## src/rtl/multdiv_wb_sched.sv

```systemverilog
// ---------------------------------------------------------------------------
// multdiv_wb_sched
//
// Controller and write-port arbiter for the multiply/divide unit sitting in
// the memory/writeback stage. It issues mult/div start pulses from the
// execute stage and tracks the single outstanding operation and its
// destination register. It shares the one register-file write port between
// normal pipeline writeback and the multdiv result, buffering the result
// while the pipeline holds the port. It also produces issue and RAW/WAW
// stalls against the pending destination. Multdiv exceptions are redirected
// to rstatus (r30) with code 4 (mult) or 5 (div).
//
// Ports
//   clock, reset              rising-edge clock, async active-high reset
//   md_start/md_is_div/md_rd_in   op offered by execute (div when md_is_div)
//   md_ready/md_result/md_exception  one-cycle result pulse from multdiv
//   ctrl_mult, ctrl_div       one-cycle start pulses to multdiv
//   busy, issue_stall         op outstanding / execute must hold
//   dec_rs/dec_rt/dec_rd      decode-stage registers, hazard_stall out
//   pipe_we/pipe_rd/pipe_data pipeline writeback request, pipe_stall out
//   rf_we/rf_rd/rf_data       register-file write port
// ---------------------------------------------------------------------------
module multdiv_wb_sched #(
    parameter int unsigned STARVE_LIMIT = 4
) (
    input  logic        clock,
    input  logic        reset,
    input  logic        md_start,
    input  logic        md_is_div,
    input  logic [4:0]  md_rd_in,
    input  logic        md_ready,
    input  logic [31:0] md_result,
    input  logic        md_exception,
    output logic        ctrl_mult,
    output logic        ctrl_div,
    output logic        busy,
    output logic        issue_stall,
    input  logic [4:0]  dec_rs,
    input  logic [4:0]  dec_rt,
    input  logic [4:0]  dec_rd,
    output logic        hazard_stall,
    input  logic        pipe_we,
    input  logic [4:0]  pipe_rd,
    input  logic [31:0] pipe_data,
    output logic        pipe_stall,
    output logic        rf_we,
    output logic [4:0]  rf_rd,
    output logic [31:0] rf_data
);

    typedef enum logic [1:0] {
        ST_IDLE = 2'd0,
        ST_EXEC = 2'd1,
        ST_HOLD = 2'd2
    } state_t;

    localparam logic [3:0] LIMIT  = 4'(STARVE_LIMIT);
    localparam logic [4:0] RSTATUS = 5'd30;

    state_t      state_q, state_d;
    logic [4:0]  pend_rd_q, pend_rd_d;
    logic        pend_div_q, pend_div_d;
    logic [31:0] buf_data_q, buf_data_d;
    logic        buf_exc_q, buf_exc_d;
    logic [3:0]  starve_cnt_q, starve_cnt_d;

    // Shared decode of the current cycle's request and result.
    logic        pipe_live;
    logic [4:0]  eff_rd;
    logic [31:0] eff_data;
    logic [4:0]  hold_rd;

    always_comb begin
        pipe_live = pipe_we & (pipe_rd != 5'd0);
        if (md_exception) begin
            eff_rd   = RSTATUS;
            eff_data = pend_div_q ? 32'd5 : 32'd4;
        end else begin
            eff_rd   = pend_rd_q;
            eff_data = md_result;
        end
        // The exception code is already folded into buf_data; only the
        // address needs redirecting when the held result is an exception.
        hold_rd = buf_exc_q ? RSTATUS : pend_rd_q;
    end

    // ---------------- state register ----------------
    always_ff @(posedge clock or posedge reset) begin
        if (reset) begin
            state_q      <= ST_IDLE;
            pend_rd_q    <= 5'd0;
            pend_div_q   <= 1'b0;
            buf_data_q   <= 32'd0;
            buf_exc_q    <= 1'b0;
            starve_cnt_q <= 4'd0;
        end else begin
            state_q      <= state_d;
            pend_rd_q    <= pend_rd_d;
            pend_div_q   <= pend_div_d;
            buf_data_q   <= buf_data_d;
            buf_exc_q    <= buf_exc_d;
            starve_cnt_q <= starve_cnt_d;
        end
    end

    // ---------------- next-state logic ----------------
    always_comb begin
        state_d      = state_q;
        pend_rd_d    = pend_rd_q;
        pend_div_d   = pend_div_q;
        buf_data_d   = buf_data_q;
        buf_exc_d    = buf_exc_q;
        starve_cnt_d = starve_cnt_q;
        unique case (state_q)
            ST_IDLE: begin
                if (md_start) begin
                    pend_rd_d  = md_rd_in;
                    pend_div_d = md_is_div;
                    state_d    = ST_EXEC;
                end
            end
            ST_EXEC: begin
                if (md_ready) begin
                    if ((eff_rd == 5'd0) || !pipe_live) begin
                        // Retired silently, or written straight through.
                        state_d = ST_IDLE;
                    end else begin
                        // Pipeline owns the port this cycle; park the result.
                        buf_data_d   = eff_data;
                        buf_exc_d    = md_exception;
                        starve_cnt_d = 4'd0;
                        state_d      = ST_HOLD;
                    end
                end
            end
            ST_HOLD: begin
                if (!pipe_live) begin
                    state_d = ST_IDLE;
                end else if (starve_cnt_q < LIMIT) begin
                    starve_cnt_d = starve_cnt_q + 4'd1;
                end else begin
                    state_d = ST_IDLE;
                end
            end
            default: state_d = ST_IDLE;
        endcase
    end

    // ---------------- output logic ----------------
    logic        md_we;
    logic [4:0]  md_wr_rd;
    logic [31:0] md_wr_data;
    logic        preempt;

    always_comb begin
        md_we        = 1'b0;
        md_wr_rd     = pend_rd_q;
        md_wr_data   = buf_data_q;
        preempt      = 1'b0;
        ctrl_mult    = 1'b0;
        ctrl_div     = 1'b0;
        busy         = 1'b0;
        issue_stall  = 1'b0;
        hazard_stall = 1'b0;
        pipe_stall   = 1'b0;
        rf_we        = 1'b0;
        rf_rd        = pipe_rd;
        rf_data      = pipe_data;

        unique case (state_q)
            ST_EXEC: begin
                if (md_ready && (eff_rd != 5'd0) && !pipe_live) begin
                    md_we      = 1'b1;
                    md_wr_rd   = eff_rd;
                    md_wr_data = eff_data;
                end
            end
            ST_HOLD: begin
                md_wr_rd   = hold_rd;
                md_wr_data = buf_data_q;
                if (!pipe_live) begin
                    md_we = 1'b1;
                end else if (starve_cnt_q >= LIMIT) begin
                    md_we   = 1'b1;
                    preempt = 1'b1;
                end
            end
            default: ;
        endcase

        // Reset silences every output combinationally, including the
        // pipeline pass-through path that does not depend on state.
        if (!reset) begin
            busy         = (state_q != ST_IDLE);
            ctrl_mult    = (state_q == ST_IDLE) & md_start & ~md_is_div;
            ctrl_div     = (state_q == ST_IDLE) & md_start & md_is_div;
            issue_stall  = md_start & busy;
            hazard_stall = busy & (pend_rd_q != 5'd0) &
                           ((dec_rs == pend_rd_q) | (dec_rt == pend_rd_q) |
                            (dec_rd == pend_rd_q));
            pipe_stall   = preempt;
            rf_we        = md_we | (pipe_live & ~preempt);
            if (md_we) begin
                rf_rd   = md_wr_rd;
                rf_data = md_wr_data;
            end
        end
    end

endmodule

```

## config.mk

```make
export PLATFORM = sky130hd
export DESIGN_NAME = multdiv_wb_sched
export DESIGN_NICKNAME = d
export VERILOG_FILES = /design/src/rtl/multdiv_wb_sched.sv
export SDC_FILE = /design/constraint.sdc
export NUM_CORES = 1
export LEC_CHECK = 0
export CORE_ASPECT_RATIO = 1.2
export CORE_MARGIN = 2
export CORE_UTILIZATION = 24
export DETAILED_ROUTE_END_ITERATION = 12
export GPL_TIMING_DRIVEN = 0
export PLACE_DENSITY = 0.57
export SLEW_MARGIN = 30
export SYNTH_ARGS = -nofsm -noshare
export SYNTH_HDL_FRONTEND = slang
export SYNTH_SLANG_ARGS = --single-unit
```

## constraint.sdc

```tcl
create_clock -name clock -period 2.61 [get_ports clock]
set_clock_uncertainty 0.2 [all_clocks]
set_input_delay 0.261 -clock clock [delete_from_list [all_inputs] [get_ports clock]]
set_output_delay 0.261 -clock clock [all_outputs]
set_load 0.005 [all_outputs]
```

Word level (Yosys, flattened, before mapping)
Cells that the tools add are included.
{"block": "totals", "reg_bits": 45, "latch_bits": 0, "ram_bits": 0, "rom_bits": 0, "wordCells": 85, "mem_count": 0}
{"block": "classes", "add_sub_neg": 1, "n_mul": 0, "div": 0, "order_cmp": 2, "eq_ne": 11, "n_shift": 0, "muxes": 36, "bitwise": 14, "n_reduce_logical": 15}
{"operator": "$mux W32", "count": 5}
{"operator": "$mux W5", "count": 5}
{"operator": "$mux W4", "count": 4}
{"operator": "$eq A5 B5 Y1", "count": 3}
{"operator": "$reduce_bool A5 Y1", "count": 3}
{"operator": "$mux W1", "count": 13}
{"operator": "$mux W2", "count": 5}
{"operator": "$ne A2 B2 Y1 const B", "count": 5}
{"operator": "$pmux W5 S2", "count": 1}
{"operator": "$and A1 B1 Y1", "count": 8}
{"operator": "$pmux W4 S2", "count": 1}
{"operator": "$pmux W2 S3", "count": 1}
{"operator": "$reduce_and A3 Y1", "count": 2}
{"operator": "$logic_not A5 Y1", "count": 1}
{"operator": "$reduce_and A5 Y1", "count": 1}
{"operator": "$add A4 B1 Y4 const B", "count": 1}
{"operator": "$ge A4 B3 Y1 const B", "count": 1}
{"operator": "$lt A4 B3 Y1 const B", "count": 1}
{"operator": "$reduce_bool A2 Y1", "count": 2}
{"operator": "$ne A3 B3 Y1 const B", "count": 1}
{"operator": "$not A1 Y1", "count": 3}
{"operator": "$or A1 B1 Y1", "count": 3}
{"operator": "$eq A2 B1 Y1 const B", "count": 1}
{"operator": "$eq A2 B2 Y1 const B", "count": 1}
{"operator": "other kinds (6)", "count": 7}

Logic depth before layout (Yosys ltp)
{"block": "depth", "depth_word": 8, "ltp_mapped": 10, "depth_no_buf": 7}

Worst setup path after synthesis
OpenSTA, ideal clock, no wires.
{"block": "synth_timing", "kind": "register to output", "startpoint": "reg pend_rd_q[1]", "endpoint": "out rf_data[25]", "arrival_time_ns": 2.031, "setup_slack_ns": 0.118, "stages_incl_launch_ff": 9, "n_path_buf": 3, "cell_sequence": "dfrtp_1 > buf_6 > or4_4 > o31ai_4 > nor4_4 > a31o_1 > buf_6 > buf_6 > o221a_1"}
{"block": "synth_via", "elab_chain_len": 8}
{"element": "from (decl)", "line": "61", "rtl": "logic [4:0] pend_rd_q, pend_rd_d;"}
{"element": "from (signal assigned)", "line": "98", "rtl": "pend_rd_q <= pend_rd_d;"}
{"element": "$mux W5 *", "line": "75", "rtl": "if (md_exception) begin"}
{"element": "$reduce_bool A5 Y1 *", "line": "172", "rtl": "if (md_ready && (eff_rd != 5'd0) && !pipe_live) begin"}
{"element": "$logic_and A1 B1 Y1 * (2 in a row)", "line": "172"}
{"element": "$mux W1 / $mux W32 (equally long branches)", "line": "172"}
{"element": "$pmux W1 S2 / $mux W32 (equally long branches)", "line": "170", "rtl": "unique case (state_q)"}
{"element": "$mux W32 *", "line": "203", "rtl": "if (md_we) begin"}
{"element": "$mux W32 *", "line": "193", "rtl": "if (!reset) begin"}
{"element": "to (decl)", "line": "48", "rtl": "output logic [31:0] rf_data"}
Every way passes the cells marked *; elsewhere a longest branch is shown, timed or not.

Final worst setup path
{"block": "layout_timing", "startpoint": "reg pend_rd_q[2]", "endpoint": "out rf_data[2]"}
Same word-level chain as after synthesis.

==> impl_metrics.py <==
metrics = {
    "timing": {
        "tns_ns": -12.47,
        "timing.fmax_mhz": 331.1,
        "finalCritPeriodShare": 1.157,
        "period_minus_slack_ns": 3.021,
        "hold_violations": 0,
        "drv_slew": 0,
        "worst_slew_pin_slew_ns": 0.6277,
        "worst_slack_ns": -0.4105,
        "setup_viol": 38,
        "rsz0062_at_grt": "yes",
        "max_slew_margin": 0.5783,
    },
    "drt": {
        "viasPerCell": 4.756,
        "drtPass1Iterations": 6,
        "wire_per_inst_um": 15.85,
        "drc": 0,
        "dr_total_vias": 3210,
        "drt_iter0_markers": 86,
        "wl_mm": 10.70,
        "ant_nets": 0,
    },
    "status": {
        "outcome": "complete, but fails checks",
        "violations": "negative setup slack",
    },
    "synthesis": {
        "yosys.area.top_type": "dfrtp_1",
        "synth_top_family_by_area": "compound AO/OA/AOI/OAI gates",
        "synth_edf_count": 0,
        "ys_seq_area_frac": 0.3721,
        "syn_avg_cell_area_um2": 8.798,
        "yosys.cell_types.count": 40,
        "syn-cell-area_mm2": 0.003027,
        "synth.most_common_cell": "nand2_1",
        "synth_xor_area_frac": 0.04341,
        "ys_warn_count": 0,
        "synthAdderAreaFrac": 0.01654,
        "synthSimpleGateAreaFrac": 0.2055,
        "synth_compound_area_frac": 0.2464,
        "async_flop_share": 1.000,
        "synthTopCellsByCount": "nand2_1 (69), dfrtp_1 (45), o21ai_1 (35), nand2b_1 (31), o221a_1 (30)",
        "synthMuxAreaShare": 0.04713,
        "synthTopCellsByArea": "dfrtp_1 (37%), o221a_1 (11%), nand2_1 (8.6%), nand2b_1 (6.4%), o21ai_1 (5.8%)",
        "yosys_most_used_dff": "dfrtp_1",
        "ys_ff_latch": 45,
        "synthesis.nets": 444,
        "syn_inst": 344,
        "netlist.area_leader.share": 0.3721,
    },
    "clock_network": {
        "cts_inserted_buffers": 5,
        "cts_max_path_buffers": 2,
        "clockRootBuffer": "clkbuf_16",
        "cts.htree.levels": 2,
        "cts.clk_slew.worst_paths_ns": 0.06,
        "worstSkewPairLatency_ns": 0.28,
        "cts_tree": "yes",
        "cts_sinks": 45,
    },
    "floorplan": {
        "core.rowCount": 44,
        "die_h_um": 127.0,
        "die_x_um": 106.5,
        "core_area_mm2": 0.01222,
        "ios": 140,
        "floorplan.initialDensity": 0.2476,
        "dieArea_mm2": 0.01353,
    },
    "hold_path": {
        "min_path_type": "flop to flop",
    },
    "final_layout": {
        "syn_to_final_growth_pct": 66.89,
        "multiInputGateArea_mm2": 0.001778,
        "num_antenna_cells": 0,
        "drive_above_1_share": 0.2218,
        "seq_area_mm2": 0.001130,
        "fillCellCount": 1275,
        "fin_area_mm2": 0.005051,
        "fin_nets": 613,
        "stdcell_count": 675,
    },
    "setup_path": {
        "worstSetupPathType": "flop to primary output",
        "worst_ep_arrival_time_ns": 2.56,
        "crit_required_ns": 2.15,
        "path_max_fanout": 6,
        "cp-start-kind": "flop",
        "endpoint_kind": "primary output",
    },
    "placement": {
        "routabilityCongestion": 0.7787,
        "post_dp_cell_area_mm2": 0.004622,
        "placed_cells": 644,
        "place_hpwl_mm": 7.685,
        "io_buffers": 139,
    },
    "grt": {
        "grt-ovfl-total": 0,
        "antenna_found_initial": 0,
        "grt_usage": 0.1562,
        "grt_max_degree": 46,
        "grt_pass1_wl_mm": 16.83,
        "first_global_vias": 3291,
    },
    "flow_run": {
        "cap_viol_max_count": 0,
    },
    "power_and_ir_drop": {
        "vdd_drop_max_v": 0.0003084,
        "power.density_mw_per_mm2": 699.7,
        "power_leakage_nw": 2.070,
    },
}
critical path, stage by stage, from the launching register on:
cell,delay [ns]
dfrtp_2,0.45
or4_4,0.54
o31a_1,0.29
nand2_1,0.09
nand4_1,0.12
buf_6,0.16
buf_6,0.13
buf_8,0.13
buf_6,0.11
o221ai_2,0.11
buf_2,0.16
per-layer routing:
layer	share of wire	routed length [um]	vias to the layer above	global-route usage
li1	-	-	1566	-
met1	0.41	4407	1508	0.1912
met2	0.50	5388	125	0.2794
met3	0.075	802	11	0.03724
met4	0.0095	102	0	0.03209
met5	0	0	-	0
path summary, 6_finish.rpt:
kind,start,to,slack [ns],cells after the start
worst max-delay path,pend_rd_q[2],rf_data[2],-0.41,10
worst min-delay path,buf_data_q[6],buf_data_q[6],0.29,2
min in group asynchronous,reset,pend_div_q,0.48,2
max in group asynchronous,reset,pend_rd_q[2],1.31,2
worst min register to register,buf_data_q[6],buf_data_q[6],0.29,2
worst max register to register,pend_rd_q[2],buf_data_q[1],0.13,7
repair_timing:
item | 4_1_cts | 5_1_grt
resized for setup | 184 | 15
setup buffers | 18 | 8
endpoints found under the setup margin | 39 | 71
pin swaps | 25 | 14
gates cloned | 4 | 1
hold buffers | 0 | 0
state kept, by name, summed over array words and instances, names as in the netlist:
name	flops
buf_data_q	32
pend_div_q	1
buf_exc_q	1
state_q	2
pend_rd_q	5
starve_cnt_q	4
where the power goes:
group	leakage (nW)	switching, mW	total (mW)	internal [mW]
combinational	1.42	0.768	1.64	0.869
clock	0.0768	0.270	0.651	0.381
sequential	0.576	0.235	1.25	1.01
total	2.07	1.27	3.53	2.26
placed cells by master, fill, tap and decap left out, types with 5 or more instances in the layout:
master	count
o21ai_1	35
buf_2	35
xnor2_1	7
mux2_2	6
clkbuf_1	5
buf_4	18
o21ai_0	6
xor2_1	8
a21oi_1	8
nor3_1	7
o221a_1	30
buf_6	11
nand3_1	5
inv_1	13
nand2b_1	31
clkbuf_2	5
nor2_1	5
nand2_1	68
clkdlybuf4s50_1	97
buf_8	5
dfrtp_1	42
clkbuf_16	6
cell families after synthesis:
kind of cell / count (synthesis)
DFF: 45
xor gates and xnor gates: 15
and+or+nand+nor: 128
muxes: 13
buffers and inverters: 42
AOI/OAI and AO/OA: 97
adders and majority gates: 4
stage by stage:
step	setup slack [ns]	total power [mW]	hold WS [ns]	utilization
finish	-0.4105	3.534	0.2865	0.4133
global route	-0.5050	3.801	0.3154	0.4133
CTS	-0.4938	3.482	0.2910	0.4053
detailed placement	-1.050	2.753	0.2765	0.3782
global placement	-1.049	2.710	0.2689	0.3780
floorplan	0.1178	2.109	0.2116	-
final cells by class:
| class | instances | share of cell area |
|---|---|---|
| Clock inverter | 2 | 0.002725 |
| Buffer | 22 | 0.03443 |
| Sequential cell | 45 | 0.2237 |
| Timing Repair Buffer | 168 | 0.3089 |
| Clock buffer | 6 | 0.02750 |
| Tap cell | 161 | 0.03988 |
| Inverter | 14 | 0.01090 |
| Multi-Input combinational cell | 257 | 0.3520 |
(Power assumes the default switching activity.)
